**config.mk**
```make
export PLATFORM = sky130hd
export DESIGN_NAME = bus_arbiter
export DESIGN_NICKNAME = d
export VERILOG_FILES = /design/src/rtl/bus_pkg.sv /design/src/rtl/bus_arbiter.sv
export SDC_FILE = /design/constraint.sdc
export NUM_CORES = 1
export LEC_CHECK = 0
export ABC_AREA = 1
export CAP_MARGIN = 20
export CORE_AREA = 2 2 124 126
export CTS_BUF_LIST = sky130_fd_sc_hd__clkbuf_16
export CTS_CLUSTER_DIAMETER = 200
export DETAILED_ROUTE_END_ITERATION = 10
export DIE_AREA = 0 0 126 128
export DONT_BUFFER_PORTS = 1
export PLACE_DENSITY = 0.35
export SYNTH_ARGS = -nofsm -noshare
export SYNTH_HDL_FRONTEND = slang
export SYNTH_SLANG_ARGS = --single-unit
```
**constraint.sdc**
```tcl
create_clock -name clk -period 2.5 [get_ports clk]
set_input_delay 0.75 -clock clk [delete_from_list [all_inputs] [get_ports clk]]
set_output_delay 0.75 -clock clk [all_outputs]
set_load 0.02 [all_outputs]
```
**src/rtl/bus_pkg.sv**
```systemverilog
`default_nettype none
// ============================================================================
// Module  : bus_pkg
// Brief   : Shared types and constants for the memory-bus arbiter and masters.
// Revision: 1.0 - initial release
// ============================================================================
package bus_pkg;

  typedef enum logic [1:0] {
    IDLE   = 2'd0,
    GRANT0 = 2'd1,
    GRANT1 = 2'd2
  } arb_state_t;

  localparam logic [31:0] c_err_data = 32'hDEADBEEF;

  typedef struct packed {
    logic        sel;
    logic [31:0] addr;
    logic        wr_en;
    logic [3:0]  wr_mask;
    logic [31:0] data;
  } bus_req_t;

endpackage
`default_nettype wire

```
**src/rtl/bus_arbiter.sv**
```systemverilog
`default_nettype none
// ============================================================================
// Module  : bus_arbiter
// Brief   : Two-master round-robin arbiter with a per-transaction watchdog.
// Revision: 1.0 - initial release
// ============================================================================
module bus_arbiter
  import bus_pkg::*;
#(
  parameter int          TIMEOUT_CYCLES = 1024,
  parameter logic [31:0] ERR_DATA       = c_err_data
) (
  input  logic        clk,
  input  logic        reset_i,
  input  logic        m0_sel_i,
  input  logic [31:0] m0_addr_i,
  input  logic        m0_wr_en_i,
  input  logic [3:0]  m0_wr_mask_i,
  input  logic [31:0] m0_data_in_i,
  output logic [31:0] m0_data_out_o,
  output logic        m0_ack_o,
  input  logic        m1_sel_i,
  input  logic [31:0] m1_addr_i,
  input  logic        m1_wr_en_i,
  input  logic [3:0]  m1_wr_mask_i,
  input  logic [31:0] m1_data_in_i,
  output logic [31:0] m1_data_out_o,
  output logic        m1_ack_o,
  output logic        sel_o,
  output logic [31:0] addr_o,
  output logic        wr_en_o,
  output logic [3:0]  wr_mask_o,
  output logic [31:0] data_out_o,
  input  logic [31:0] data_in_i,
  input  logic        ack_i,
  output logic        timeout_o,
  output logic [7:0]  err_count_o
);

  localparam int c_wd_width = (TIMEOUT_CYCLES > 0) ? $clog2(TIMEOUT_CYCLES + 1) : 1;
  localparam int c_wd_limit = (TIMEOUT_CYCLES > 0) ? TIMEOUT_CYCLES - 1 : 0;
  localparam logic [c_wd_width-1:0] c_wd_last = c_wd_width'(c_wd_limit);

  arb_state_t            r_state;
  arb_state_t            w_next_state;
  logic                  r_last;
  logic [c_wd_width-1:0] r_wd_count;
  logic [7:0]            r_err_count;
  logic                  w_granted;
  logic                  w_timeout;
  logic                  w_done;
  bus_req_t              w_req;
  logic [31:0]           w_rdata;

  assign w_granted = (r_state == GRANT0) || (r_state == GRANT1);
  // A real ack wins over an expiring watchdog in the same cycle.
  assign w_timeout = (TIMEOUT_CYCLES != 0) && w_granted && !ack_i && (r_wd_count == c_wd_last);
  assign w_done    = w_granted && (ack_i || w_timeout);
  assign w_rdata   = ack_i ? data_in_i : ERR_DATA;

  always_ff @(posedge clk or posedge reset_i) begin
    if (reset_i) r_state <= IDLE;
    else         r_state <= w_next_state;
  end

  always_comb begin
    w_next_state = r_state;
    case (r_state)
      IDLE: begin
        if (m0_sel_i && m1_sel_i) w_next_state = r_last ? GRANT0 : GRANT1;
        else if (m0_sel_i)        w_next_state = GRANT0;
        else if (m1_sel_i)        w_next_state = GRANT1;
      end
      GRANT0, GRANT1: if (w_done) w_next_state = IDLE;
      default: w_next_state = IDLE;
    endcase
  end

  always_comb begin
    w_req         = '0;
    m0_ack_o      = 1'b0;
    m1_ack_o      = 1'b0;
    m0_data_out_o = '0;
    m1_data_out_o = '0;
    case (r_state)
      GRANT0: begin
        w_req         = '{1'b1, m0_addr_i, m0_wr_en_i, m0_wr_mask_i, m0_data_in_i};
        m0_ack_o      = w_done;
        m0_data_out_o = w_done ? w_rdata : '0;
      end
      GRANT1: begin
        w_req         = '{1'b1, m1_addr_i, m1_wr_en_i, m1_wr_mask_i, m1_data_in_i};
        m1_ack_o      = w_done;
        m1_data_out_o = w_done ? w_rdata : '0;
      end
      default: ;
    endcase
  end

  assign sel_o       = w_req.sel;
  assign addr_o      = w_req.addr;
  assign wr_en_o     = w_req.wr_en;
  assign wr_mask_o   = w_req.wr_mask;
  assign data_out_o  = w_req.data;
  assign timeout_o   = w_timeout;
  assign err_count_o = r_err_count;

  always_ff @(posedge clk or posedge reset_i) begin
    if (reset_i) begin
      r_last      <= 1'b1;
      r_wd_count  <= '0;
      r_err_count <= '0;
    end else begin
      if (w_done) r_last <= (r_state == GRANT1);
      // Counter sits at zero in IDLE, so every grant starts from a clean count.
      if (!w_granted || w_done) r_wd_count <= '0;
      else                      r_wd_count <= r_wd_count + 1'b1;
      if (w_timeout && (r_err_count != 8'hFF)) r_err_count <= r_err_count + 8'd1;
    end
  end

endmodule
`default_nettype wire

```
==> results of run 1 <==
[layout make-up]
type	instances	area (um^2)	share of cell area
clock buffers	3	75.07	0.01266
clock inverters	1	3.754	0.0006332
inverters	33	168.9	0.02849
multi-input cells	417	2979	0.5025
flip-flops and latches	22	551.8	0.09308
well taps	188	235.2	0.03968
repair buffers	153	1898	0.3202
repair inverters	1	16.27	0.002744
[metal layers]
layer / wire, um / share of wire / vias to the layer above
met1: 6535 / 0.39 / 1953
met4: 361 / 0.021 / 2
met2: 9034 / 0.53 / 163
met3: 1021 / 0.060 / 32
li1: - / - / 1845
met5: 13 / 0.00077 / -
[state kept, by name (all words and copies together) (netlist names)]
signal	count
err_count_o	8
r_last	1
r_state	2
r_wd_count	11
[metrics by stage]
stage / cells / setup WS, ps
after global routing: 818 / -241.6
after detailed placement: 775 / 51.97
after global placement: 775 / 76.74
after CTS: 794 / -175.5
final: 818 / -172.7
after floorplan: 504 / 32.85
[Yosys cell counts (all sizes together)]
library cell  count  area (um^2)
or2               1        6.260
clkbuf           11        41.29
o21ai             2        21.27
dfrtp            21        525.5
xnor2             1        8.760
nor2             97        376.6
inv              30        112.6
dfstp             1        26.28
nand4             3        18.77
nand2           192        730.7
ha                5        62.56
xor2              5        43.79
nor3             22        110.1
nand3b            1        7.510
and2              1        6.260
buf              21        118.9
nand3            17        110.1
a21oi            70        350.3
clkinv            3        11.26
[kinds of logic after synthesis]
group                      after synthesis  synth area share
AOI/OAI and AO/OA                       72            0.1382
xor gates and xnor gates                 6           0.01954
adders and majority gates                5           0.02327
buffers and inverters                   65            0.1056
DFF                                     22            0.2052
and+or+nand+nor                        334            0.5081
[power by group through the flow]
stage / Clock (mW) / Sequential [mW] / Combinational [mW]
CTS: 0.352 / 0.415 / 4.99
detailed placement: 0 / 0.422 / 3.77
global route: 0.366 / 0.418 / 7.49
floorplan: 0 / 0.419 / 2.36
finish: 0.340 / 0.416 / 7.19
global placement: 0 / 0.421 / 3.75
[final timing paths]
check | start | end | slack [ps] | depth (start not counted)
max | r_state[1]$_DFFE_PP0P_ | data_out_o[30] | -170 | 10
min | reset_i | err_count_o[3]$_DFFE_PP0P_ | 420 | 2
max reg2reg | r_state[1]$_DFFE_PP0P_ | err_count_o[0]$_DFFE_PP0P_ | 380 | 13
min reg2reg | r_last$_DFFE_PP1N_ | r_last$_DFFE_PP1N_ | 510 | 2
max in group asynchronous | reset_i | r_last$_DFFE_PP1N_ | 1800 | 2
min in group clk | r_last$_DFFE_PP1N_ | r_last$_DFFE_PP1N_ | 510 | 2
[timing repair]
item	CTS	global route
hold buffers	0	0
hold endpoints to repair	0	0
setup endpoints to repair	134	136
gates cloned	8	13
pin swaps	1	15
resized for setup	101	181
setup buffers	7	12
[worst max-delay path, cell delays in order (launching register included)]
cell and delay [ps]:
dfrtp_1 360, inv_2 50, ha_4 260, buf_4 100
buf_6 90, buf_12 150, clkinv_16 80, buf_12 160
buf_8 140, a21oi_2 110, buf_4 150
==> impl_metrics.yaml, run 1 <==
cells_and_area:
  layout.cells.most_common: "nand2_1"
  nNetsFinal: 811
  drive_gt1_frac: 0.5238
  syn2layout_area_growth_pct: 120.5
  stdcell_area_um2: 5928
  diodes: 0
  nFillCells: 1519
  final_util: 0.3988
  layout_common_cells: "nand2_1 (172), buf_6 (61), buf_4 (56)"
job:
  drv_cap: 0
pwr:
  vdd_ir_drop_max_uv: 474.4
  seq_power_share: 0.052
  fin_total_pwr_mw: 7.943
  power_density_nw_per_um2: 1340
  swShare: 0.5282
  internal_power_mw: 3.748
  p_clk_frac: 0.043
  p_leak_nw: 2.350
  p_switching_mw: 4.195
  comb_power_share: 0.905
sta:
  finalCriticalPeriod_ps: 2673
  max_freq_mhz: 374.2
  whs_ps: 416.9
  setup_viol: 135
  worstMarginPinSlew_ps: 545.5
  relSlewSlack: 0.6335
  post-route-period-util: 1.069
  layout_setup_ws_ps: -172.7
  finalSetupTns_ps: -11630
  hold_viol_final: 0
  drv_slew: 0
  rsz0062_at_grt: "true"
  finClkSkew_ps: 3.856
clocking:
  htree_levels: 1
  cts_max_path_buffers: 2
  clk_pin_slew_ps: 60
  cts_num_sinks: 22
  cts_tree: "built"
  cts_buffers: 3
  insertion_delay_ps: 250
  root_buffer: "clkbuf_16"
worst_setup_path:
  worstSetupPathType: "flop to primary output"
  required_ps: 1750
  arrival_ps: 1920
  cp-end-kind: "primary output"
  startpoint_type: "flop"
  cp_max_fo: 7
global_route:
  use_met1: 0.2008
  overflow: 0
  grt_use_met3: 0.03589
  antenna_found_initial: 1
  grt.total_usage: 0.1636
  grt_pass1_vias: 3584
  grt.busiest_layer: "met2"
  grt_max_degree: 36
  grt_pass1_wl_um: 21000
  met2_usage: 0.2976
floorplan:
  die_area_um2: 16130
  rows: 45
  die_h_um: 128
  start_util: 0.1809
  core_area_um2: 14860
  io_pins: 320
  die-width_um: 126
yosys:
  yosysWarnings: 0
  synthesis.nets: 684
  syn-cell-area_um2: 2689
  ys_types: 29
  syn_inst: 504
  synth-seq-area-share: 0.2052
  ys_ff_latch: 22
  avgSynthCellArea_um2: 5.335
min_path:
  hold_path_class: "input pin to asynchronous set/reset pin"
outcome:
  outcome: "complete, but fails checks"
  violations: "setup timing"
route:
  drc: 0
  antenna_left: 0
  wl_um: 16970
  vias: 3995
  post_drt_wl_per_cell_um: 20.74
  viasPerCell: 4.884
  drt_iter0_markers: 119
  dr.pass1.iters: 4
placed_design:
  numPortBuffers: 0
  gp_congestion: 0.8214
  hpwl_um: 10700
  dpl_cell_area_um2: 4010
Power figures use the tool's default switching activity.
==> run 2: changes to the inputs <==
- ABC_AREA: 1 -> default
- CORE_AREA: 2 2 124 126 -> 2 2 125 127
- DIE_AREA: 0 0 126 128 -> 0 0 127 129
- SKIP_CTS_REPAIR_TIMING: default -> 1
==> impl_metrics.yaml, run 2 <==
outcome:
  outcome: "complete, but fails checks"
  violations: "setup timing"
cells_and_area:
  final_util: 0.3662
  stdcell_area_um2: 5485
  layout_common_cells: "buf_4 (86), buf_6 (59), nor2b_1 (47)"
  largest_register_ffs: 11
  syn2layout_area_growth_pct: 100.3
  drive_gt1_frac: 0.6167
  nNetsFinal: 695
  regMostFlops: "r_wd_count"
  layout.cells.most_common: "buf_4"
  final_cells: 703
worst_setup_path:
  worstSetupPathType: "flop to primary output"
  required_ps: 1750
  crit_chain: "nand4_1 -> nor4_4 -> buf_6 -> o211ai_4 -> buf_12 -> nor2_2 -> buf_4"
  cp_max_fo: 13
  r2r_setup_slack_ps: 240
  arrival_ps: 1860
  max_stage_delay_ps: 380
  critical-path-slowest-cell: "dfrtp_1"
  cp-end-kind: "primary output"
  startpoint_type: "flop"
sta:
  setup_viol: 66
  rsz0062_at_grt: "true"
  finalCriticalPeriod_ps: 2614
  drv_slew: 0
  post-route-period-util: 1.046
  max_freq_mhz: 382.6
  relSlewSlack: 0.7047
  hold_viol_final: 0
  finClkSkew_ps: 2.192
  layout_setup_ws_ps: -113.8
  worstMarginPinSlew_ps: 439.6
floorplan:
  die_h_um: 129
  rows: 45
  io_pins: 320
  core_area_um2: 14980
  die-width_um: 127
  start_util: 0.1829
  die_area_um2: 16380
yosys:
  async_flop_share: 1.000
  yosysTopAreaCell: "nor2b_1"
  avgSynthCellArea_um2: 7.382
  synth.most_common_cell: "nor2b_1"
  yosysWarnings: 0
  syn_inst: 371
  syn-cell-area_um2: 2739
  synth_top_area_share: 0.2147
  synth_area_leaders: "nor2b_1 (21%), dfrtp_1 (19%), a22oi_1 (19%)"
  ys_ff_latch: 22
  synth_edf_count: 0
  synthesis.nets: 551
  synth_common_cells: "nor2b_1 (94), a22oi_1 (69), nor2_1 (61)"
  synth-seq-area-share: 0.2015
  ys_types: 35
  synthFlopType: "dfrtp_1"
global_route:
  grt_pass1_wl_um: 15080
  grt_pass1_vias: 2707
  overflow: 0
  antenna_found_initial: 1
  grt.total_usage: 0.1132
  grt_max_degree: 69
clocking:
  cts_buffers: 3
  cts_num_sinks: 22
  cts_max_path_buffers: 2
  root_buffer: "clkbuf_16"
  clk_pin_slew_ps: 60
  cts_tree: "built"
  insertion_delay_ps: 250
  htree_levels: 1
route:
  drc: 0
  vias: 3461
  dr.pass1.iters: 4
  wl_um: 14560
  post_drt_wl_per_cell_um: 20.70
  antenna_left: 0
  drt_iter0_markers: 176
  viasPerCell: 4.923
placed_design:
  gp_congestion: 0.8006
  numPortBuffers: 0
  dpl_worst_slack_ps: -27.23
  hpwl_um: 9160
  placed_cells: 662
  dpl_cell_area_um2: 3902
pwr:
  power_density_nw_per_um2: 1243
  vdd_ir_drop_max_uv: 434.4
  p_leak_nw: 2.193
min_path:
  hold_path_class: "input pin to asynchronous set/reset pin"
job:
  drv_cap: 0
[run 2: through the flow]
| stage | hold slack (ps) | total power, mW | setup TNS, ps |
|---|---|---|---|
| floorplan | 451.6 | 2.617 | 0 |
| global route | 446.5 | 7.132 | -13510 |
| global placement | 507.0 | 3.762 | 0 |
| finish | 420.7 | 6.817 | -4140 |
| detailed placement | 506.3 | 3.791 | -174.0 |
| CTS | 437.6 | 4.244 | -14230 |
[run 2: routing by layer]
| layer | global-route usage | vias to the layer above | share of wire |
|---|---|---|---|
| met2 | 0.2084 | 151 | 0.54 |
| met5 | 0 | - | 0 |
| li1 | - | 1569 | - |
| met3 | 0.02827 | 13 | 0.069 |
| met4 | 0.005818 | 0 | 0.013 |
| met1 | 0.1404 | 1728 | 0.38 |
[run 2: critical path, delay by kind of cell (launching register included)]
kind	cells	cell delay, ps
flops	1	380
simple gates	3	590
compound gates	1	110
buf+inv	3	520
[run 2: cell families (layout without fill, tap and decap cells)]
kind of cell	after synthesis	count (layout)	synth area share
other	0	1	0
multiplexers	3	3	0.01233
XOR/XNOR	13	13	0.04157
AO/OA/AOI/OAI	79	80	0.2266
AND/OR/NAND/NOR	208	208	0.4262
flip-flops	22	22	0.2015
buffers and inverters	41	183	0.06898
adder cells (fa/ha/maj)	5	5	0.02284
[run 2: layout make-up]
cell class,count,area (um^2)
diodes,1,2.502
clock buffers,3,75.07
clock inverters,1,30.03
fillers,1512,9492
inverters,9,37.54
multi-input cells,309,2685
flip-flops and latches,22,551.8
well taps,188,235.2
repair buffers,170,1868
[run 2: power by group]
group	switching, mW	leakage (nW)	internal (mW)	total (mW)
registers	0.0279	0.301	0.395	0.423
clock network	0.127	0.0511	0.318	0.445
logic	2.80	1.84	3.15	5.95
total	2.95	2.19	3.86	6.82
[run 2: path summary, 6_finish.rpt]
| kind | startpoint | to | cells after the start |
|---|---|---|---|
| worst max-delay path | r_wd_count[8]$_DFF_PP0_ | m1_data_out_o[18] | 7 |
| worst min-delay path | reset_i | err_count_o[5]$_DFFE_PP0P_ | 2 |
| worst max register to register | r_state[0]$_DFFE_PP0P_ | err_count_o[1]$_DFFE_PP0P_ | 8 |
| worst min register to register | r_last$_DFFE_PP1N_ | r_last$_DFFE_PP1N_ | 2 |
| max in group asynchronous | reset_i | r_last$_DFFE_PP1N_ | 2 |
| min in group clk | r_last$_DFFE_PP1N_ | r_last$_DFFE_PP1N_ | 2 |
